**config.mk**
```make
export PLATFORM = sky130hd
export DESIGN_NAME = div_scaler
export DESIGN_NICKNAME = d
export VERILOG_FILES = /design/src/rtl/scaler_pkg.sv /design/src/rtl/div_scaler.sv
export SDC_FILE = /design/constraint.sdc
export NUM_CORES = 1
export LEC_CHECK = 0
export ABC_AREA = 1
export BUFFER_PORTS_ARGS = -buffer_cell sky130_fd_sc_hd__buf_2
export CORE_MARGIN = 2
export CORE_UTILIZATION = 61
export DETAILED_ROUTE_END_ITERATION = 10
export PLACE_DENSITY = 0.78
export SYNTH_ARGS = -nofsm -noshare
export SYNTH_HDL_FRONTEND = slang
export SYNTH_SLANG_ARGS = --single-unit
```
**constraint.sdc**
```tcl
create_clock -name clk -period 4.35 [get_ports clk]
set_clock_uncertainty 0.15 [all_clocks]
set_input_delay 0.6525 -clock clk [delete_from_list [all_inputs] [get_ports clk]]
set_output_delay 0.6525 -clock clk [all_outputs]
set_load 0.005 [all_outputs]
```
**src/rtl/scaler_pkg.sv**
```systemverilog
// Shared definitions for the fixed-point scaler blocks: default widths, the
// divider state encoding and the signed clamp applied to quotient magnitudes.
package scaler_pkg;

    localparam int FEATURE_WIDTH_DEF = 32;
    localparam int FRAC_BITS_DEF     = 16;
    localparam int MAX_W             = 128;

    typedef enum logic [1:0] {
        IDLE = 2'd0,
        CALC = 2'd1,
        DONE = 2'd2
    } state_t;

    // Turns an unsigned magnitude plus sign into a width-bit two's complement
    // value, saturating asymmetrically so -2^(width-1) stays representable.
    function automatic logic [MAX_W-1:0] clampResult(
        input  logic [MAX_W-1:0] mag,
        input  logic             neg,
        input  int               width,
        output logic             sat
    );
        logic [MAX_W-1:0] limit;
        limit = MAX_W'(1) << (width - 1);
        sat   = 1'b0;
        if (neg) begin
            if (mag > limit) begin
                sat         = 1'b1;
                clampResult = MAX_W'(0) - limit;
            end else begin
                clampResult = MAX_W'(0) - mag;
            end
        end else begin
            if (mag > (limit - MAX_W'(1))) begin
                sat         = 1'b1;
                clampResult = limit - MAX_W'(1);
            end else begin
                clampResult = mag;
            end
        end
    endfunction

endpackage

```
**src/rtl/div_scaler.sv**
```systemverilog
// Signed fixed-point divider: out = (in1 << FRAC_BITS) / in2, computed by a
// bit-serial restoring divider on magnitudes, then signed and clamped.
module div_scaler
    import scaler_pkg::*;
#(
    parameter int FEATURE_WIDTH = FEATURE_WIDTH_DEF,
    parameter int FRAC_BITS     = FRAC_BITS_DEF
) (
    input  logic                            clk,
    input  logic                            rst_n,
    input  logic                            in_valid,
    output logic                            in_ready,
    input  logic signed [FEATURE_WIDTH-1:0] in1,
    input  logic signed [FEATURE_WIDTH-1:0] in2,
    output logic                            out_valid,
    input  logic                            out_ready,
    output logic signed [FEATURE_WIDTH-1:0] out,
    output logic                            div_by_zero,
    output logic                            sat
);

    localparam int QW = FEATURE_WIDTH + FRAC_BITS;
    localparam int CW = $clog2(QW + 1);

    state_t                   r_state;
    state_t                   w_nextState;
    logic [QW-1:0]            r_quot;
    logic [FEATURE_WIDTH:0]   r_rem;
    logic [FEATURE_WIDTH:0]   r_div;
    logic                     r_neg;
    logic [CW-1:0]            r_count;
    logic [FEATURE_WIDTH-1:0] r_out;
    logic                     r_dbz;
    logic                     r_sat;

    logic                     w_accept;
    logic                     w_zeroDiv;
    logic                     w_lastStep;
    logic [FEATURE_WIDTH:0]   w_mag1;
    logic [FEATURE_WIDTH:0]   w_mag2;
    logic [FEATURE_WIDTH+1:0] w_remShift;
    logic                     w_qBit;
    logic [FEATURE_WIDTH:0]   w_remNext;
    logic [QW-1:0]            w_quotNext;
    logic [FEATURE_WIDTH-1:0] w_clamped;
    logic                     w_clampSat;

    // One extra magnitude bit keeps the most-negative operand from wrapping.
    assign w_mag1     = in1[FEATURE_WIDTH-1] ? (~{in1[FEATURE_WIDTH-1], in1} + 1'b1)
                                             : {1'b0, in1};
    assign w_mag2     = in2[FEATURE_WIDTH-1] ? (~{in2[FEATURE_WIDTH-1], in2} + 1'b1)
                                             : {1'b0, in2};
    assign w_zeroDiv  = (in2 == '0);
    assign w_accept   = (r_state == IDLE) && in_valid;
    assign w_lastStep = (r_count == CW'(QW - 1));

    assign w_remShift = {r_rem, r_quot[QW-1]};
    assign w_qBit     = (w_remShift >= {1'b0, r_div});
    assign w_remNext  = w_qBit ? (FEATURE_WIDTH + 1)'(w_remShift - {1'b0, r_div})
                               : (FEATURE_WIDTH + 1)'(w_remShift);
    assign w_quotNext = {r_quot[QW-2:0], w_qBit};

    always_comb begin
        w_clampSat = 1'b0;
        w_clamped  = FEATURE_WIDTH'(clampResult(MAX_W'(w_quotNext), r_neg, FEATURE_WIDTH, w_clampSat));
    end

    always_ff @(posedge clk or negedge rst_n) begin
        if (!rst_n) begin
            r_state <= IDLE;
        end else begin
            r_state <= w_nextState;
        end
    end

    always_comb begin
        w_nextState = r_state;
        in_ready    = 1'b0;
        out_valid   = 1'b0;
        unique case (r_state)
            IDLE: begin
                in_ready = 1'b1;
                if (in_valid) begin
                    w_nextState = w_zeroDiv ? DONE : CALC;
                end
            end
            CALC: begin
                if (w_lastStep) begin
                    w_nextState = DONE;
                end
            end
            DONE: begin
                out_valid = 1'b1;
                if (out_ready) begin
                    w_nextState = IDLE;
                end
            end
            default: w_nextState = IDLE;
        endcase
    end

    // Result registers only change on acceptance or the final divide step,
    // so they stay frozen for as long as DONE is held.
    always_ff @(posedge clk or negedge rst_n) begin
        if (!rst_n) begin
            r_quot  <= '0;
            r_rem   <= '0;
            r_div   <= '0;
            r_neg   <= 1'b0;
            r_count <= '0;
            r_out   <= '0;
            r_dbz   <= 1'b0;
            r_sat   <= 1'b0;
        end else if (w_accept) begin
            r_quot  <= QW'({w_mag1, {FRAC_BITS{1'b0}}});
            r_rem   <= '0;
            r_div   <= w_mag2;
            r_neg   <= in1[FEATURE_WIDTH-1] ^ in2[FEATURE_WIDTH-1];
            r_count <= '0;
            r_sat   <= 1'b0;
            r_dbz   <= w_zeroDiv;
            if (w_zeroDiv) begin
                r_out <= in1[FEATURE_WIDTH-1] ? {1'b1, {(FEATURE_WIDTH-1){1'b0}}}
                                              : {1'b0, {(FEATURE_WIDTH-1){1'b1}}};
            end
        end else if (r_state == CALC) begin
            r_quot  <= w_quotNext;
            r_rem   <= w_remNext;
            r_count <= r_count + 1'b1;
            if (w_lastStep) begin
                r_out <= w_clamped;
                r_sat <= w_clampSat;
                r_dbz <= 1'b0;
            end
        end
    end

    assign out         = r_out;
    assign div_by_zero = r_dbz;
    assign sat         = r_sat;

endmodule

```
==> flow_metrics.py, run 1 <==
metrics = {
    "yosys": {
        "synth_edf_count": 0,
        "synth_cell_type_count": 50,
        "synth-main-ff-cell": "dfrtp_1",
        "ys_async_sr_fraction": 1.00,
        "synth-seq-area-share": 0.343,
        "yosys_warnings": 0,
        "syn-num-nets": 1783,
        "synthCells": 1677,
        "synth_area_sq_mm": 0.0114,
        "synth_seq_cells": 157,
        "avgSynthCellArea_sq_um": 6.82,
    },
    "drt": {
        "vias_per_cell": 5.77,
        "drt_iter0_drc": 1157,
        "drc": 0,
        "drt-pass1-iter-count": 7,
        "totalWireLength_mm": 32.4,
        "vias": 11500,
        "postRouteAntennaNets": 0,
        "wl_per_cell_microns": 16.2,
    },
    "floorplan": {
        "die_area_sq_mm": 0.0199,
        "core-area_sq_mm": 0.0186,
        "io_pins": 104,
        "fp.dieH_microns": 141,
        "initial_utilization": 0.616,
        "die_w_microns": 141,
        "core.rowCount": 50,
    },
    "clocking": {
        "cts_hold_buffers": 0,
        "clk_pin_slew_ns": 0.07,
        "cts.sinks": 157,
        "cts_tree": "built",
        "post_cts_buffers": 0,
        "cts_root_buffer": "clkbuf_16",
        "cts_resized": 0,
        "cts_buffers": 17,
        "cts_buffer_depth": 2,
        "clkLatencyLatePin_ns": 0.43,
        "cts.htree.levels": 4,
    },
    "sta": {
        "worst_pin_slew_ns": 1.14,
        "fin_setup_tns_ns": 0,
        "final-max-slew-violation-count": 0,
        "fmax_ghz": 0.267,
        "setup_viol": 0,
        "period_share": 0.862,
        "rsz0062_at_grt": "no",
        "slew-limit-headroom": 0.237,
        "period_minus_slack_ns": 3.75,
        "hold_viol": 0,
    },
    "place": {
        "dp_hpwl_mm": 23.3,
        "numPortBuffers": 103,
        "gp_congestion": 0.946,
        "dpl.cell_count": 1966,
    },
    "critical_path": {
        "reg2reg_slack_ns": 0.60,
        "worstRegToRegCells": 25,
        "cp_max_fo": 16,
        "crit_arrival_ns": 3.97,
        "path_class": "flip-flop to flip-flop",
        "endpoint_kind": "flip-flop",
        "worstPathRequired_ns": 4.57,
        "r2r_start": "r_rem[4]",
        "cp-start-kind": "flip-flop",
        "r2r-end": "out[3]",
    },
    "layout": {
        "fillers": 1693,
        "seq_area_sq_mm": 0.00393,
        "nets": 1857,
        "final_cells": 1998,
        "final_layout_size_suffix_gt1_frac": 0.105,
        "multi_input_area_sq_mm": 0.00643,
        "syn2layout_area_growth_pct": 11.0,
        "n_antenna_cell": 0,
    },
    "grt": {
        "grt_max_degree": 89,
        "grt_use_met3": 0.0452,
        "grt_usage": 0.331,
        "grt_busiest_layer": "met1",
        "grt_pass1_vias": 10400,
        "grt_overflow": 0,
        "grt_pass1_wl_mm": 52.9,
        "grt_antenna_before_repair": 0,
        "met2_usage": 0.483,
        "gr-usage-met1": 0.518,
    },
    "power_and_ir_drop": {
        "power_density_mw_per_mm2": 862,
        "ir_worst_vdd_mv": 0.406,
        "p_leak_uw": 0.00643,
    },
    "flow_run": {
        "drv_cap": 0,
    },
    "outcome": {
        "status": "completed",
    },
    "worst_hold_path": {
        "hp-class": "input port to asynchronous set/reset pin",
    },
}
where the power goes:
group / total, uW / internal [uW] / leakage [uW] / switching, uW
sequential: 2690 / 2180 / 0.00196 / 511
clock: 1560 / 922 / 0.000294 / 639
combinational: 6700 / 2280 / 0.00418 / 4420
total: 10900 / 5380 / 0.00643 / 5570
stage by stage:
step / hold slack [ns] / setup WS (ns) / util / power, uW / instance area (sq um)
after floorplan: 0.207 / 0.940 / - / 7490 / 11400
after global placement: 0.306 / 0.684 / 0.651 / 9120 / 12100
after detailed placement: 0.310 / 0.655 / 0.651 / 9230 / 12100
after CTS: 0.0916 / 0.646 / 0.684 / 10800 / 12700
after global routing: 0.129 / 0.271 / 0.684 / 11900 / 12700
final: 0.0596 / 0.600 / 0.684 / 10900 / 12700
critical path, stage by stage, from the launching register on:
cell	delay [ns]
dfrtp_1	0.40
ha_1	0.36
a21oi_1	0.24
nand2_1	0.10
nand2_1	0.08
nand3_2	0.11
nand2_1	0.10
nand2_2	0.09
nand2_2	0.15
nand2_4	0.06
inv_2	0.06
ha_1	0.23
nand4_4	0.14
nor2_4	0.14
nand3_4	0.11
nor2_4	0.13
nand2_4	0.08
nor2_4	0.11
nand2_2	0.07
nand2_4	0.08
nand2_4	0.14
clkinv_4	0.18
nand2_1	0.06
o21ai_0	0.15
nand2_1	0.07
nand2_1	0.08
cell type report:
class                      instances  share of cell area
clock buffer                      19              0.0349
clock inverter                    13              0.0129
inverter                         219              0.0651
multi-input combinational       1242               0.506
sequential                       157               0.309
tap                              234              0.0230
timing repair buffer             114              0.0486
how the worst max path moves through the flow:
stage	cells after the start	slack [ns]	endpoint	from
detailed placement	25	0.66	out[3]	r_rem[4]
CTS	25	0.65	out[3]	r_rem[4]
finish	25	0.60	out[3]	r_rem[4]
floorplan	25	0.94	out[26]	r_rem[4]
global placement	14	0.68	out[22]	in2[0]
global route	23	0.27	out[22]	r_rem[4]
cells by family (layout without fill, tap and decap cells):
group / Yosys count / count (layout) / synth area share
AOI/OAI and AO/OA: 352 / 352 / 0.169
xor gates and xnor gates: 74 / 74 / 0.0566
and+or+nand+nor: 778 / 778 / 0.293
buffers and inverters: 278 / 365 / 0.0952
adders and majority gates: 38 / 38 / 0.0422
DFF: 157 / 157 / 0.343
metal layers:
layer	up-vias	wire length (microns)
li1	5638	-
met1	5339	15500
met2	504	13800
met3	48	2530
met4	0	601
met5	-	0
synth_stat cells (3+ instances only):
library cell / instances / share of area
o21ai_1: 15 / 0.0066
inv_2: 6 / 0.0020
o221ai_1: 10 / 0.0077
o211ai_1: 9 / 0.0059
nand3b_1: 7 / 0.0046
o22ai_1: 22 / 0.012
nor4_1: 16 / 0.0087
buf_1: 6 / 0.0020
nor2_2: 6 / 0.0033
or2_2: 3 / 0.0016
dfrtp_1: 157 / 0.34
xor2_1: 57 / 0.044
buf_6: 3 / 0.0030
nand2_4: 4 / 0.0039
o21bai_1: 5 / 0.0033
a31oi_1: 10 / 0.0055
xnor2_1: 17 / 0.013
nor3_2: 3 / 0.0026
nor3_1: 34 / 0.015
o21ai_0: 167 / 0.073
o21a_1: 4 / 0.0026
nand2_2: 4 / 0.0022
nor2_4: 5 / 0.0049
nand4_1: 24 / 0.013
inv_1: 211 / 0.069
a21o_1: 3 / 0.0020
o31ai_1: 7 / 0.0046
nand3_1: 82 / 0.036
buf_2: 9 / 0.0039
nor2_1: 151 / 0.050
ha_1: 37 / 0.040
clkbuf_1: 39 / 0.013
a21oi_1: 91 / 0.040
nand2_1: 434 / 0.14
registers in the layout, summed over array words and instances, names as in the netlist:
signal / count
r_quot: 48
div_by_zero: 1
r_rem: 33
r_div: 33
out: 32
r_state: 2
r_neg: 1
sat: 1
r_count: 6
placed cells by master (no fill, tap or decap), types with 10 or more instances in the layout:
cell type    n
a21oi_1     91
a31oi_1     10
buf_2      102
buf_4       10
clkbuf_16   17
dfrtp_1    157
ha_1        37
inv_1      211
nand2_1    433
nand3_1     82
nand4_1     24
nor2_1     150
nor3_1      34
nor4_1      16
o21ai_0    167
o21ai_1     15
o221ai_1    10
o22ai_1     22
xnor2_1     17
xor2_1      57
No activity file was read; power rests on OpenSTA's default activity.
==> inputs of run 2 (changes only) <==
Clock period 4.35 ns to 3.5 ns, I/O delays scaled along.
==> flow_metrics.py, run 2 (same netlist as run 1, synthesis figures left out) <==
metrics = {
    "sta": {
        "period_minus_slack_ns": 3.43,
        "setup_viol": 0,
        "hold_viol": 0,
        "worst_pin_slew_ns": 0.895,
        "period_share": 0.981,
        "fin_ws_ns": 0.0669,
        "slew-limit-headroom": 0.401,
        "final-max-slew-violation-count": 0,
        "fin_setup_tns_ns": 0,
        "fmax_ghz": 0.291,
    },
    "grt": {
        "grt_antenna_before_repair": 0,
        "grt_usage": 0.342,
        "grt_max_degree": 80,
        "grt_overflow": 0,
        "grt_pass1_vias": 11000,
        "grt_pass1_wl_mm": 54.6,
    },
    "clocking": {
        "cts_tree": "built",
        "cts_root_buffer": "clkbuf_16",
        "cts.sinks": 157,
        "clk_pin_slew_ns": 0.07,
        "clkLatencyLatePin_ns": 0.45,
        "cts_buffers": 17,
        "cts_buffer_depth": 2,
        "cts.htree.levels": 4,
    },
    "power_and_ir_drop": {
        "ir_worst_vdd_mv": 1.03,
        "p_leak_uw": 0.00668,
        "power_density_mw_per_mm2": 1130,
    },
    "flow_run": {
        "drv_cap": 0,
    },
    "drt": {
        "totalWireLength_mm": 35.2,
        "drt-pass1-iter-count": 7,
        "postRouteAntennaNets": 0,
        "wl_per_cell_microns": 17.2,
        "vias": 11900,
        "vias_per_cell": 5.84,
        "drt_iter0_drc": 1205,
        "drc": 0,
    },
    "floorplan": {
        "fp.dieH_microns": 141,
        "core-area_sq_mm": 0.0186,
        "die_w_microns": 141,
        "die_area_sq_mm": 0.0199,
        "io_pins": 104,
        "initial_utilization": 0.616,
        "core.rowCount": 50,
    },
    "critical_path": {
        "path_class": "flip-flop to flip-flop",
        "crit_slowest_cell": "dfrtp_1",
        "endpoint_kind": "flip-flop",
        "critical_path.top_delay_family": "simple AND/OR/NAND/NOR gates",
        "path_buf_inv": 4,
        "cp_max_fo": 8,
        "cp_slowest_stage_delay_ns": 0.39,
        "worstPathRequired_ns": 3.73,
        "crit_arrival_ns": 3.66,
        "cpMostUsedCell": "nand2_1",
        "cp-start-kind": "flip-flop",
    },
    "layout": {
        "final_common_cell": "nand2_1",
        "regMostFlops": "r_quot",
        "nets": 1905,
        "syn2layout_area_growth_pct": 19.3,
        "final_cell_mix": "413 x nand2_1, 188 x inv_1, 166 x o21ai_0",
        "largest_register_ff_count": 48,
        "n_antenna_cell": 0,
        "final_layout_size_suffix_gt1_frac": 0.178,
        "top_regs": "r_quot: 48 flops, r_div: 33 flops, r_rem: 33 flops",
    },
    "place": {
        "pre_cts_ws_ns": -0.0348,
        "numPortBuffers": 103,
        "dp_hpwl_mm": 24.4,
        "gp_congestion": 0.962,
    },
    "outcome": {
        "status": "completed",
    },
    "worst_hold_path": {
        "hp-class": "input port to flip-flop",
    },
}
==> run 2: routing by layer <==
layer / track usage / wire length [microns] / part of all wire
met3: 0.0588 / 2730 / 0.078
met5: 0 / 0 / 0
met1: 0.510 / 16300 / 0.46
met4: 0.0968 / 684 / 0.019
met2: 0.513 / 15500 / 0.44
==> run 2: cell type report <==
cell class                 count  area (sq um)
clock buffer                  18           429
clock inverter                14           206
fill                        1496          4930
inverter                     219           835
multi-input combinational   1242          6950
sequential                   157          3930
tap                          234           293
timing repair buffer         162          1000
==> run 2: report_power, final <==
part	total, uW	switching (uW)	internal [uW]
Clock	2050	841	1210
Combinational	9880	6120	3760
Sequential	3460	748	2710
Total	15400	7710	7680
==> run 2: final timing paths <==
kind | slack, ns | to | from | depth (start not counted)
setup / recovery | 0.07 | out[11] | r_quot[47] | 27
hold / removal | 0.11 | r_state[1] | out_ready | 2
setup reg to reg | 0.07 | out[11] | r_quot[47] | 27
hold reg to reg | 0.32 | out[4] | out[4] | 2
max in group asynchronous | 1.75 | r_rem[0] | rst_n | 3
min in group asynchronous | 0.51 | r_count[4] | rst_n | 2
==> run 2: per-stage QoR <==
| stage | utilization | area [sq um] | total power [uW] | hold WS [ns] | std cells |
|---|---|---|---|---|---|
| after floorplan | - | 11400 | 9310 | 0.0794 | 1677 |
| after global placement | 0.661 | 12300 | 11600 | 0.307 | 1991 |
| after detailed placement | 0.661 | 12300 | 11800 | 0.310 | 1991 |
| after CTS | 0.697 | 12900 | 14000 | 0.109 | 2024 |
| after global routing | 0.735 | 13600 | 16600 | 0.120 | 2046 |
| final | 0.735 | 13600 | 15400 | 0.111 | 2046 |
==> run 2: repair_timing <==
item	in CTS	in global routing
endpoints found under the setup margin	3	33
pin swaps	0	16
hold endpoints to repair	14	0
resized for setup	3	103
hold buffers	1	0
gates cloned	0	1
setup buffers	0	21
